<file path="config.mk">
export PLATFORM = sky130hd
export DESIGN_NAME = mem_arbiter
export DESIGN_NICKNAME = d
export VERILOG_FILES = /design/src/rtl/mem_arb_pkg.sv /design/src/rtl/arb_rr2.sv /design/src/rtl/mem_arbiter.sv
export SDC_FILE = /design/constraint.sdc
export NUM_CORES = 1
export LEC_CHECK = 0
export CORE_UTILIZATION = 46
export DETAILED_ROUTE_END_ITERATION = 10
export PLACE_DENSITY = 0.86
export SETUP_SLACK_MARGIN = 0.4
export SLEW_MARGIN = 20
export SYNTH_ARGS = -nofsm -noshare
export SYNTH_HDL_FRONTEND = slang
export SYNTH_HIERARCHICAL = 1
export SYNTH_SLANG_ARGS = --single-unit
</file>
<file path="constraint.sdc">
create_clock -name clk -period 5.4 [get_ports clk]
set_input_delay 1.08 -clock clk [delete_from_list [all_inputs] [get_ports clk]]
set_output_delay 1.08 -clock clk [all_outputs]
set_load 0.1 [all_outputs]
</file>
<file path="src/rtl/mem_arb_pkg.sv">
// Shared encodings for the memory-bus arbiter: FSM states, owner IDs and
// the word returned to a requester when a bus transaction is abandoned.
package mem_arb_pkg;

    typedef enum logic [1:0] {
        ST_IDLE = 2'd0,
        ST_ADDR = 2'd1,
        ST_DATA = 2'd2
    } state_t;

    typedef enum logic {
        OWN_INST = 1'b0,
        OWN_DATA = 1'b1
    } owner_t;

    localparam logic [31:0] ERR_WORD = 32'hDEAD_BEEF;

endpackage

</file>
<file path="src/rtl/arb_rr2.sv">
// Two-way round-robin grant. req[0] is the fetch port, req[1] the data port.
// On a tie the port that was not served last wins, so neither can starve.
module arb_rr2
    import mem_arb_pkg::*;
(
    input  logic [1:0] req,
    input  owner_t     last_owner,
    output logic       gnt_vld,
    output owner_t     gnt_owner
);

    // Pick the winner from the eligible set and the previous owner
    always_comb begin
        gnt_vld   = |req;
        gnt_owner = OWN_INST;
        if (req[1] && req[0]) begin
            gnt_owner = (last_owner == OWN_INST) ? OWN_DATA : OWN_INST;
        end else if (req[1]) begin
            gnt_owner = OWN_DATA;
        end
    end

endmodule

</file>
<file path="src/rtl/mem_arbiter.sv">
// Serialises the CPU fetch and data ports onto one SRAM-like bus, one
// outstanding transaction at a time, with round-robin on contention.
// Optional watchdog: define MEM_ARB_TIMEOUT_EN to abandon a transaction after
// TIMEOUT_CYCLES cycles, returning ERR_WORD and setting the sticky err flag.
module mem_arbiter
    import mem_arb_pkg::*;
#(
    parameter int AW             = 32,
    parameter int DW             = 32,
    parameter int TIMEOUT_CYCLES = 256
) (
    input  logic          clk,
    input  logic          rst,
    input  logic          i_req,
    input  logic [AW-1:0] i_addr,
    output logic [DW-1:0] i_rdata,
    output logic          i_ready,
    output logic          i_stall,
    input  logic          d_req,
    input  logic [3:0]    d_wen,
    input  logic [AW-1:0] d_addr,
    input  logic [DW-1:0] d_wdata,
    output logic [DW-1:0] d_rdata,
    output logic          d_ready,
    output logic          d_stall,
    output logic          bus_req,
    output logic [3:0]    bus_wen,
    output logic [AW-1:0] bus_addr,
    output logic [DW-1:0] bus_wdata,
    input  logic          bus_addr_ok,
    input  logic          bus_data_ok,
    input  logic [DW-1:0] bus_rdata,
    output logic          err
);

    state_t        state_q, state_d;
    owner_t        owner_q, owner_d;
    owner_t        last_q, last_d;
    logic [AW-1:0] addr_q, addr_d;
    logic [3:0]    wen_q, wen_d;
    logic [DW-1:0] wdata_q, wdata_d;
    logic          i_ready_q, i_ready_d;
    logic          d_ready_q, d_ready_d;
    logic [DW-1:0] i_rdata_q, i_rdata_d;
    logic [DW-1:0] d_rdata_q, d_rdata_d;

    logic          gnt_vld;
    owner_t        gnt_owner;
    logic          fin;
    logic [DW-1:0] fin_data;

`ifdef MEM_ARB_TIMEOUT_EN
    localparam int CW = ($clog2(TIMEOUT_CYCLES) + 1 > 8) ? $clog2(TIMEOUT_CYCLES) + 1 : 8;
    logic [CW-1:0] cnt_q, cnt_d;
    logic          err_q, err_d;
`endif

    // A port whose ready is pulsing this cycle is still finishing, not asking again
    arb_rr2 u_rr (
        .req       ({d_req & ~d_ready_q, i_req & ~i_ready_q}),
        .last_owner(last_q),
        .gnt_vld   (gnt_vld),
        .gnt_owner (gnt_owner)
    );

    // Next-state, request latching and completion handling
    always_comb begin
        state_d   = state_q;
        owner_d   = owner_q;
        last_d    = last_q;
        addr_d    = addr_q;
        wen_d     = wen_q;
        wdata_d   = wdata_q;
        i_ready_d = 1'b0;
        d_ready_d = 1'b0;
        i_rdata_d = i_rdata_q;
        d_rdata_d = d_rdata_q;
        fin       = 1'b0;
        fin_data  = bus_rdata;
`ifdef MEM_ARB_TIMEOUT_EN
        cnt_d     = cnt_q;
        err_d     = err_q;
`endif
        unique case (state_q)
            ST_IDLE: begin
                if (gnt_vld) begin
                    owner_d = gnt_owner;
                    if (gnt_owner == OWN_DATA) begin
                        addr_d  = d_addr;
                        wen_d   = d_wen;
                        wdata_d = d_wdata;
                    end else begin
                        addr_d  = i_addr;
                        wen_d   = 4'b0000;
                        wdata_d = '0;
                    end
                    state_d = ST_ADDR;
                end
            end
            ST_ADDR: begin
                if (bus_addr_ok) begin
                    if (bus_data_ok) fin = 1'b1;
                    else             state_d = ST_DATA;
                end
            end
            ST_DATA: begin
                if (bus_data_ok) fin = 1'b1;
            end
            default: state_d = ST_IDLE;
        endcase
`ifdef MEM_ARB_TIMEOUT_EN
        // Counter sits at zero in IDLE, so it starts from zero on entry to ADDR
        if (state_q == ST_IDLE) begin
            cnt_d = '0;
        end else if (!fin) begin
            if (cnt_q == CW'(TIMEOUT_CYCLES - 1)) begin
                fin      = 1'b1;
                fin_data = DW'(ERR_WORD);
                err_d    = 1'b1;
            end else begin
                cnt_d = cnt_q + CW'(1);
            end
        end
`endif
        if (fin) begin
            state_d = ST_IDLE;
            last_d  = owner_q;
            if (owner_q == OWN_DATA) begin
                d_ready_d = 1'b1;
                d_rdata_d = fin_data;
            end else begin
                i_ready_d = 1'b1;
                i_rdata_d = fin_data;
            end
        end
    end

    // State and datapath registers; reset aborts any transaction in flight
    always_ff @(posedge clk or negedge rst) begin
        if (!rst) begin
            state_q   <= ST_IDLE;
            owner_q   <= OWN_INST;
            last_q    <= OWN_INST;
            addr_q    <= '0;
            wen_q     <= '0;
            wdata_q   <= '0;
            i_ready_q <= 1'b0;
            d_ready_q <= 1'b0;
            i_rdata_q <= '0;
            d_rdata_q <= '0;
        end else begin
            state_q   <= state_d;
            owner_q   <= owner_d;
            last_q    <= last_d;
            addr_q    <= addr_d;
            wen_q     <= wen_d;
            wdata_q   <= wdata_d;
            i_ready_q <= i_ready_d;
            d_ready_q <= d_ready_d;
            i_rdata_q <= i_rdata_d;
            d_rdata_q <= d_rdata_d;
        end
    end

`ifdef MEM_ARB_TIMEOUT_EN
    // Watchdog counter and sticky error flag
    always_ff @(posedge clk or negedge rst) begin
        if (!rst) begin
            cnt_q <= '0;
            err_q <= 1'b0;
        end else begin
            cnt_q <= cnt_d;
            err_q <= err_d;
        end
    end
    assign err = err_q;
`else
    assign err = 1'b0;
`endif

    // Bus is driven only during the address phase, quiet otherwise
    assign bus_req   = (state_q == ST_ADDR);
    assign bus_addr  = bus_req ? addr_q  : '0;
    assign bus_wen   = bus_req ? wen_q   : 4'b0000;
    assign bus_wdata = bus_req ? wdata_q : '0;

    assign i_ready = i_ready_q;
    assign d_ready = d_ready_q;
    assign i_rdata = i_rdata_q;
    assign d_rdata = d_rdata_q;
    assign i_stall = i_req & ~i_ready_q;
    assign d_stall = d_req & ~d_ready_q;

endmodule

</file>
; Yosys cells after proc, flatten, opt, wreduce, memory -nomap -nowiden
; Index checks and enable logic that the tools add are counted.
[totals]
reg_bits = 138
output_inout_bits = 138
elab_cells = 49
[classes]
eq_ne = 6
muxes = 21
bitwise_logic = 5
reduce_logical = 7
[op_table]
columns = op, n
row1 = $mux 32, 4
row2 = $mux 1, 9
row3 = $mux 2, 4
row4 = $mux 4, 2
row5 = $pmux 2 s3, 1
row6 = $reduce_and 2->1, 3
row7 = $reduce_and 4->1, 1
row8 = $ne 3x1->1 const B, 1
row9 = $ne 3x2->1 const B, 1
row10 = $ne 3x3->1 const B, 1
row11 = $not 1->1, 3
row12 = $and 1x1->1, 2
row13 = $eq 2x1->1 const B, 1
row14 = $eq 2x2->1 const B, 1
row15 = $logic_not 2->1, 1
row16 = $ne 2x2->1 const B, 1
row17 = $pmux 1 s2, 1
row18 = $reduce_or 2->1, 1
row19 = $logic_and 1x1->1, 1

; Logic depth before layout (Yosys ltp)
; Gate-level depths: netlist of run 1.
[logic_depth]
ltp_word = 6
mapped_depth = 7

; By module
; Netlist of run 1, hierarchy kept.
[by_module_without_submodules]
columns = module, instances, cells_per_inst, area_each_um2, seq_area_each_um2
row1 = mem_arbiter, 1, 535, 6326.1, 3453.3
row2 = arb_rr2, 1, 2, 13.8, 0.0

; Worst setup path before layout of run 1
; OpenSTA, ideal clock, no wires.
[synth_timing]
kind = register to output
start = register state_q[1]
end = output port bus_addr[31]
arrival_ns = 2.636
t_required_ns = 4.320
path_slack_ns = 1.684
stages_incl_launch_ff = 6
n_path_buf = 2
path_cell_list = dfrtp_1 inv_1 ha_1 clkbuf_1 clkbuf_1 and2_1
[synth_between]
elab_chain_len = 2
[synth_rtl]
columns = item, line
row1 = from (decl), mem_arbiter.sv:36  ; state_t state_q, state_d;
row2 = from (signal assigned), mem_arbiter.sv:152  ; state_q <= state_d;
row3 = $eq 2x1->1, mem_arbiter.sv:182  ; assign bus_req = (state_q == ST_ADDR);
row4 = named net bus_req, mem_arbiter.sv:26  ; output logic bus_req,
row5 = $mux 32, mem_arbiter.sv:183  ; assign bus_addr = bus_req ? addr_q : '0;
row6 = to (decl), mem_arbiter.sv:28  ; output logic [AW-1:0] bus_addr,
; The timed path passes the listed nets, and every way through them passes these cells.

; Worst setup path in the final report of run 1
[layout_timing]
start = register state_q[1]
end = output port bus_addr[14]
[layout_between]
elab_chain_len = 2
[layout_rtl]
columns = item, line
row1 = $eq 2x1->1, mem_arbiter.sv:182
row2 = $mux 32, mem_arbiter.sv:183
; Every way passes these cells.

==> flow_summary_export.csv, run 1 <==
group,metric,value,unit
route,finalWirelength,16800,um
setup_path,timing.rr.start,"state_q[1]",
cts,tritoncts,"done",
setup_path,r2r_setup_slack,2.42,ns
floorplanning,ios,276,
sta,drv_slew,0,
cts,cts.path.max_buffers,2,
cts,root_buffer,"clkbuf_16",
grt,grt_pass1_wl,26600,um
route,wl_per_cell,17.1,um
cts,cts.htree.levels,4,
sta,slew_headroom,28.7,%
route,via_count,4900,
cts,cts_resized,0,
floorplanning,dieWidth,119,um
grt,grt_overflow,0,
logic_synthesis,synth_seq_cells,138,
run,cap_violations,0,
setup_path,end_kind,"output pin",
sta,worst_slack,1.08,ns
final_layout,drive_gt1_share,13.0,%
final_layout,n_antenna_cell,0,
logic_synthesis,ys_types,29,
placed_design,hpwl,11600,um
setup_path,timing.rr.end,"d_rdata[0]",
cts,worstSkewPairLatency,0.42,ns
floorplanning,num_rows,42,
hold_path,min_path_cells,2,
logic_synthesis,synth_area_per_cell,11.8,um2
grt,track_usage,24.3,%
placed_design,dp_slack,1.30,ns
logic_synthesis,yosysSeqAreaShare,54.5,%
grt,antenna_found_initial,0,
sta,finalSetupViolCount,0,
sta,skew,0.00878,ns
setup_path,reg2regPathDepth,6,
sta,tightest_slew,1.07,ns
cts,path_clk_slew,0.06,ns
setup_path,crit_path_max_fanout,72,
sta,finalCritPeriodShare,80.0,%
route,firstDrtPassIters,6,
logic_synthesis,synth_nets,678,
hold_path,hold_path_end,"wdata_q[0]",
cts,cts_buffers,17,
logic_synthesis,ys.warnings.count,6,
route,drc,0,
status,outcome,"complete, no violations",
sta,fin_tns_setup,0,ns
logic_synthesis,syn_inst,537,
sta,min_period,4.32,ns
route,ant_nets,0,
placed_design,port_buffers,274,
grt,grt_start_max_net_pins,95,
cts,cts_setup_buffers,0,
setup_path,required,4.32,ns
setup_path,worstSetupPathType,"register to output pin",
placed_design,gp_congestion,0.797,
floorplanning,start_util,47.5,%
sta,hold_viol_final,0,
sta,rsz0062_at_grt,"no",
setup_path,cp-start-kind,"register",
cts,cts_hold_buf,0,
route,vias_per_cell,4.98,
floorplanning,design.die.area,14300,um2
final_layout,nets,938,
grt,grt_pass1_vias,5156,
logic_synthesis,syn_area,6340,um2
hold_path,worstHoldStart,"wdata_q[0]",
floorplanning,core_area,13300,um2
hold_path,min_path_type,"register to register",
final_layout,n_fill_cell,905,
setup_path,cp_data_arrival_time,3.24,ns
cts,clock-sinks,138,
final_layout,syn_to_final_growth,53.4,%
floorplanning,die_h,119,um
route,dr.first_iter.drc_count,245,
sta,max_freq,232,MHz
## cells in the final DEF (no fill, tap or decap), types with 2 or more instances in the layout
master,synthesis,routed
nor2_8,2,2
o21ai_0,33,33
mux2i_1,32,32
buf_4,1,2
ha_1,3,2
dfrtp_1,138,138
clkbuf_8,0,5
bufinv_16,0,3
clkdlybuf4s50_1,0,273
nand3_1,36,36
nor2b_1,2,2
mux2_2,7,7
clkbuf_16,0,17
clkbuf_1,23,2
inv_1,4,4
and2_1,69,68
mux2_4,57,57
nand2_1,106,105
## worst max-delay path by stage
stage | startpoint | to | slack (ns)
2_1_floorplan | state_q[1] | bus_addr[31] | 1.68
6_report | state_q[1] | bus_addr[14] | 1.08
5_1_grt | state_q[1] | bus_addr[4] | 0.92
3_3_place_gp | i_req | i_stall | 1.32
4_1_cts | state_q[1] | bus_addr[4] | 1.06
3_5_place_dp | i_req | i_stall | 1.30
## cells in the mapped netlist
cell type  number  area (um2)
clkbuf_1       23        86.3
buf_1           2        7.51
a31oi_1         1        6.26
or2_1           1        6.26
a211o_1         1        8.76
a21o_2          1        8.76
mux2_2          7        78.8
o211a_1         1        10.0
buf_4           1        7.51
ha_1            3        37.5
nand3_4         1        17.5
o21ai_0        33         165
inv_1           4        15.0
mux2i_1        32         320
conb_1          1        3.75
nand3_1        36         180
nor2_8          2        40.0
nand2b_1        1        6.26
a221oi_1        1        8.76
a21boi_0        1        7.51
buf_2           4        20.0
buf_12          6         120
nand2_1       106         398
a21o_4          1        15.0
and2_1         69         432
nor2b_1         2        12.5
dfrtp_1       138        3450
mux2_4         57         856
mux2_1          1        11.3
## stage by stage
step                      std cells  area (um2)  hold WS [ns]  util, %
after floorplan                 537        6340         0.430        -
after detailed placement        954        9110         0.447     68.3
after global routing            984        9730         0.487     72.9
after CTS                       984        9730         0.460     72.9
final                           984        9730         0.457     72.9
after global placement          954        9110         0.441     68.3
## per-layer routing
layer	part of all wire (%)	track usage, %	up-vias
li1	-	-	2300
met1	38	27.2	2371
met2	52	42.7	201
met3	8.2	8.19	28
met4	2.0	8.83	0
met5	0	0	-
## worst max-delay path, cell delays in order, from the launching register on
cell             delay, ns
dfrtp_1               0.39
inv_1                 0.09
ha_2                  0.88
and2_1                0.25
clkdlybuf4s50_1       1.17
## kinds of logic (layout without fill, tap and decap cells)
| kind of cell | after synthesis | count (layout) | synth area share (%) |
|---|---|---|---|
| flops | 138 | 138 | 54.5 |
| fa+ha+maj | 3 | 3 | 0.592 |
| simple gates | 218 | 218 | 17.2 |
| other cells | 1 | 1 | 0.0591 |
| buf+inv | 40 | 311 | 4.05 |
| mux | 97 | 97 | 20.0 |
| compound gates | 40 | 40 | 3.63 |
## registers in the layout, summed over array words and instances, names as in the netlist
register and flops:
last_q 1, owner_q 1, i_ready 1, i_rdata 32, state_q 2, addr_q 32, d_ready 1, wdata_q 32
wen_q 4, d_rdata 32
## layout make-up
class	instances	area (um2)	share of cell area [%]
clock buffer	24	502	5.16
clock inverter	6	111	1.14
inverter	4	15.0	0.154
multi-input combinational	359	2650	27.2
sequential	138	3450	35.5
tap	176	220	2.26
timing repair buffer	277	2780	28.6
Power of run 1 is not shown: default switching activity piles up to over one toggle a cycle in this logic, so the estimate is an artifact.
==> run 2, diff against run 1 <==
--- a/config.mk
+++ b/config.mk
@@ -5,9 +5,9 @@
 export SDC_FILE = /design/constraint.sdc
 export NUM_CORES = 1
 export LEC_CHECK = 0
-export CORE_UTILIZATION = 46
+export CORE_UTILIZATION = 38
 export DETAILED_ROUTE_END_ITERATION = 10
-export PLACE_DENSITY = 0.86
+export PLACE_DENSITY = 0.76
 export SETUP_SLACK_MARGIN = 0.4
 export SLEW_MARGIN = 20
 export SYNTH_ARGS = -nofsm -noshare
==> constraint.sdc (replaced) <==
create_clock -name clk -period 3.7 [get_ports clk]
set_input_delay 0.74 -clock clk [delete_from_list [all_inputs] [get_ports clk]]
set_output_delay 0.74 -clock clk [all_outputs]
set_load 0.1 [all_outputs]
==> flow_summary_export.csv, run 2 (synthesized netlist as in run 1, its figures left out) <==
group,metric,value,unit
status,outcome,"complete, no violations",
setup_path,path_buf_inv,3,
sta,fin_tns_setup,0,ns
grt,grt.met1_usage,24.4,%
floorplanning,ios,276,
setup_path,crit_path_max_fanout,38,
route,firstDrtPassIters,5,
cts,cts.htree.levels,4,
grt,grt_overflow,0,
route,vias_per_cell,4.65,
floorplanning,num_rows,46,
cts,cts_setup_buffers,0,
floorplanning,core_area,16100,um2
sta,max_freq,344,MHz
grt,grt_pass1_vias,4818,
final_layout,nets,943,
sta,skew,0.00567,ns
placed_design,gp_congestion,0.744,
route,via_count,4798,
cts,cts_resized,0,
setup_path,worstSetupPathType,"register to output pin",
setup_path,end_kind,"output pin",
route,dr.first_iter.drc_count,134,
sta,rsz0062_at_grt,"no",
hold_path,min_path_type,"input port to asynchronous set/reset pin",
placed_design,hpwl,10800,um
grt,grt_pass1_wl,25800,um
cts,worstSkewPairLatency,0.41,ns
grt,grtUsageMet3,5.71,%
setup_path,cp-start-kind,"register",
cts,cts_buffers,17,
route,ant_nets,0,
cts,tritoncts,"done",
final_layout,n_antenna_cell,0,
sta,finalSetupViolCount,0,
setup_path,cpMaxStageDelayCell,"ha_2",
final_layout,syn_to_final_growth,53.2,%
floorplanning,design.die.area,17200,um2
setup_path,slowest_delay,0.57,ns
final_layout,most-common-layout-cells,"202 x clkdlybuf4s50_1, 138 x dfrtp_1, 105 x nand2_1",
setup_path,cp_top_family,"buffers and inverters",
cts,root_buffer,"clkbuf_16",
sta,slew_headroom,31.8,%
floorplanning,dieWidth,131,um
grt,grt_start_max_net_pins,83,
route,drc,0,
sta,min_period,2.91,ns
sta,drv_slew,0,
sta,finalCritPeriodShare,78.5,%
sta,hold_viol_final,0,
placed_design,port_buffers,274,
setup_path,required,2.96,ns
grt,top_usage_layer,"met2",
setup_path,crit_chain,"inv_1, ha_2, buf_12, and2_1, buf_4",
floorplanning,die_h,131,um
cts,path_clk_slew,0.06,ns
run,cap_violations,0,
route,finalWirelength,15800,um
cts,cts_hold_buf,0,
setup_path,cp_data_arrival_time,2.17,ns
grt,use_met2,29.4,%
final_layout,layout_commonest_cell,"clkdlybuf4s50_1",
final_layout,drive_gt1_share,22.7,%
grt,track_usage,18.9,%
sta,tightest_slew,1.02,ns
cts,cts.path.max_buffers,2,
floorplanning,start_util,39.5,%
route,wl_per_cell,15.3,um
cts,clock-sinks,138,
grt,antenna_found_initial,0,
## run 2: path summary, 6_finish.rpt
kind	from	endpoint	slack, ns	cells after the start
worst max-delay path	state_q[1]	bus_addr[30]	0.79	5
worst min-delay path	rst	wdata_q[28]	0.40	1
worst max register to register	state_q[1]	i_rdata[0]	1.11	6
worst min register to register	wdata_q[0]	wdata_q[0]	0.46	2
max in group asynchronous	rst	d_rdata[11]	2.52	2
min in group clk	wdata_q[0]	wdata_q[0]	0.46	2
## run 2: layout make-up
class	count	area (um2)
clock buffers	23	498
clock inverters	9	159
fillers	1308	6350
inverters	4	15.0
multi-input cells	359	2650
flip-flops and latches	138	3450
well taps	216	270
repair buffers	282	2660
## run 2: metrics by stage
step                utilization, %  setup slack, ns  cell area [um2]  hold slack, ns  cells
detailed placement            56.4            0.965             9050           0.447    999
floorplan                        -            0.667             6350           0.430    537
finish                        60.5            0.794             9710           0.397   1031
global placement              56.4            0.998             9050           0.440    999
CTS                           60.5            0.740             9710           0.406   1031
global route                  60.5            0.631             9710           0.441   1031
## run 2: per-layer routing
metal	share of wire (%)	up-vias
met5	0	-
met3	7.5	24
li1	-	2317
met2	46	181
met1	44	2276
met4	2.3	0
Power of run 2 is left out for the same reason.
==> run 3, diff against run 2 <==
--- a/config.mk
+++ b/config.mk
@@ -5,9 +5,9 @@
 export SDC_FILE = /design/constraint.sdc
 export NUM_CORES = 1
 export LEC_CHECK = 0
-export CORE_UTILIZATION = 38
+export CORE_UTILIZATION = 43
 export DETAILED_ROUTE_END_ITERATION = 10
-export PLACE_DENSITY = 0.76
+export PLACE_DENSITY = 0.82
 export SETUP_SLACK_MARGIN = 0.4
 export SLEW_MARGIN = 20
 export SYNTH_ARGS = -nofsm -noshare
==> constraint.sdc (replaced) <==
create_clock -name clk -period 2.9 [get_ports clk]
set_input_delay 0.58 -clock clk [delete_from_list [all_inputs] [get_ports clk]]
set_output_delay 0.58 -clock clk [all_outputs]
set_load 0.1 [all_outputs]
==> flow_summary_export.csv, run 3 (synthesized netlist as in run 1, its figures left out) <==
group,metric,value,unit
status,outcome,"complete, no violations",
final_layout,nets,948,
final_layout,syn_to_final_growth,60.6,%
run,cap_violations,0,
route,ant_nets,0,
route,firstDrtPassIters,4,
cts,path_clk_slew,0.06,ns
setup_path,cpMaxStageDelayCell,"dfrtp_1",
sta,skew,0.00603,ns
setup_path,cp_data_arrival_time,1.78,ns
setup_path,path_buf_inv,3,
floorplanning,start_util,43.8,%
route,wl_per_cell,17.3,um
sta,hold_viol_final,0,
grt,grt_pass1_vias,5308,
floorplanning,num_rows,44,
route,finalWirelength,17300,um
setup_path,crit_chain,"inv_1, ha_4, buf_6, and2_1, buf_12",
hold_path,min_path_type,"input port to asynchronous set/reset pin",
setup_path,crit_path_max_fanout,30,
cts,cts.htree.levels,4,
sta,max_freq,424,MHz
floorplanning,ios,276,
grt,grt_overflow,0,
cts,cts_hold_buf,0,
setup_path,slowest_delay,0.40,ns
cts,cts_buffers,17,
sta,fin_tns_setup,0,ns
final_layout,drive_gt1_share,32.4,%
sta,finalCritPeriodShare,81.3,%
cts,tritoncts,"done",
route,vias_per_cell,4.99,
route,dr.first_iter.drc_count,213,
sta,finalSetupViolCount,0,
cts,root_buffer,"clkbuf_16",
cts,worstSkewPairLatency,0.42,ns
cts,cts.path.max_buffers,2,
grt,grt_start_max_net_pins,101,
final_layout,most-common-layout-cells,"137 x dfrtp_1, 136 x clkdlybuf4s50_1, 105 x nand2_1",
sta,drv_slew,0,
grt,track_usage,23.4,%
sta,rsz0062_at_grt,"no",
floorplanning,design.die.area,15200,um2
grt,grt_pass1_wl,26800,um
cts,clock-sinks,138,
floorplanning,core_area,14500,um2
setup_path,required,2.32,ns
sta,min_period,2.36,ns
setup_path,cp_top_family,"buffers and inverters",
route,drc,0,
final_layout,n_antenna_cell,0,
final_layout,layout_commonest_cell,"dfrtp_1",
route,via_count,5006,
placed_design,port_buffers,274,
setup_path,end_kind,"output pin",
floorplanning,die_h,123,um
floorplanning,dieWidth,123,um
setup_path,cp-start-kind,"register",
placed_design,hpwl,12400,um
sta,slew_headroom,62.4,%
grt,antenna_found_initial,0,
setup_path,worstSetupPathType,"register to output pin",
sta,tightest_slew,0.564,ns
placed_design,gp_congestion,0.815,
run 3: changes by cell type in the layout (fill, tap and decap cells not counted), moves of 3 or more:
cell / previous run / this run
clkdlybuf4s50_1: 202 / 136
buf_12: 3 / 60
and2_1: 69 / 59
and2_2: 0 / 10
buf_4: 76 / 86
buf_6: 1 / 5
bufinv_16: 4 / 0
clkinv_2: 1 / 5
clkbuf_8: 5 / 2
run 3: path summary, 6_finish.rpt:
check                      startpoint           end  slack [ns]  cells past startpoint
min in group clk           wdata_q[1]    wdata_q[1]        0.46                      2
setup reg to reg           state_q[1]    d_rdata[2]        0.68                      8
setup / recovery           state_q[1]  bus_addr[28]        0.54                      5
hold / removal                    rst   i_rdata[17]        0.07                      1
max in group asynchronous         rst   wdata_q[29]        1.93                      2
hold reg to reg            wdata_q[1]    wdata_q[1]        0.46                      2
run 3: what timing repair did:
item / in CTS / in global routing
endpoints found under the setup margin: 30 / 25
setup buffers: 2 / 1
gates resized for setup: 1 / 2
gates cloned: 0 / 0
run 3: stage by stage:
stage | util (%) | hold slack, ns | cells | setup slack (ns) | area (um2)
after floorplan | - | 0.284 | 537 | 0.420 | 6380
after global placement | 66.4 | 0.440 | 969 | 0.574 | 9610
after detailed placement | 66.4 | 0.448 | 969 | 0.496 | 9610
after CTS | 70.2 | 0.0601 | 1003 | 0.410 | 10200
after global routing | 70.3 | 0.0822 | 1004 | 0.442 | 10200
final | 70.3 | 0.0702 | 1004 | 0.544 | 10200
run 3: final cells by class:
cell class / count / area [um2]
multi-input cells: 359 / 2680
clock buffers: 21 / 460
clock inverters: 11 / 73.8
repair buffers: 287 / 3260
well taps: 184 / 230
inverters: 4 / 15.0
fillers: 992 / 4300
flip-flops and latches: 138 / 3450
run 3: per-layer routing:
layer / part of all wire (%) / track usage [%] / wire length [um]
met1: 38 / 25.9 / 6590
met2: 50 / 39.6 / 8610
met3: 9.0 / 8.03 / 1550
met4: 3.4 / 12.7 / 597
met5: 0 / 0 / 0
Power of run 3 is left out for the same reason.
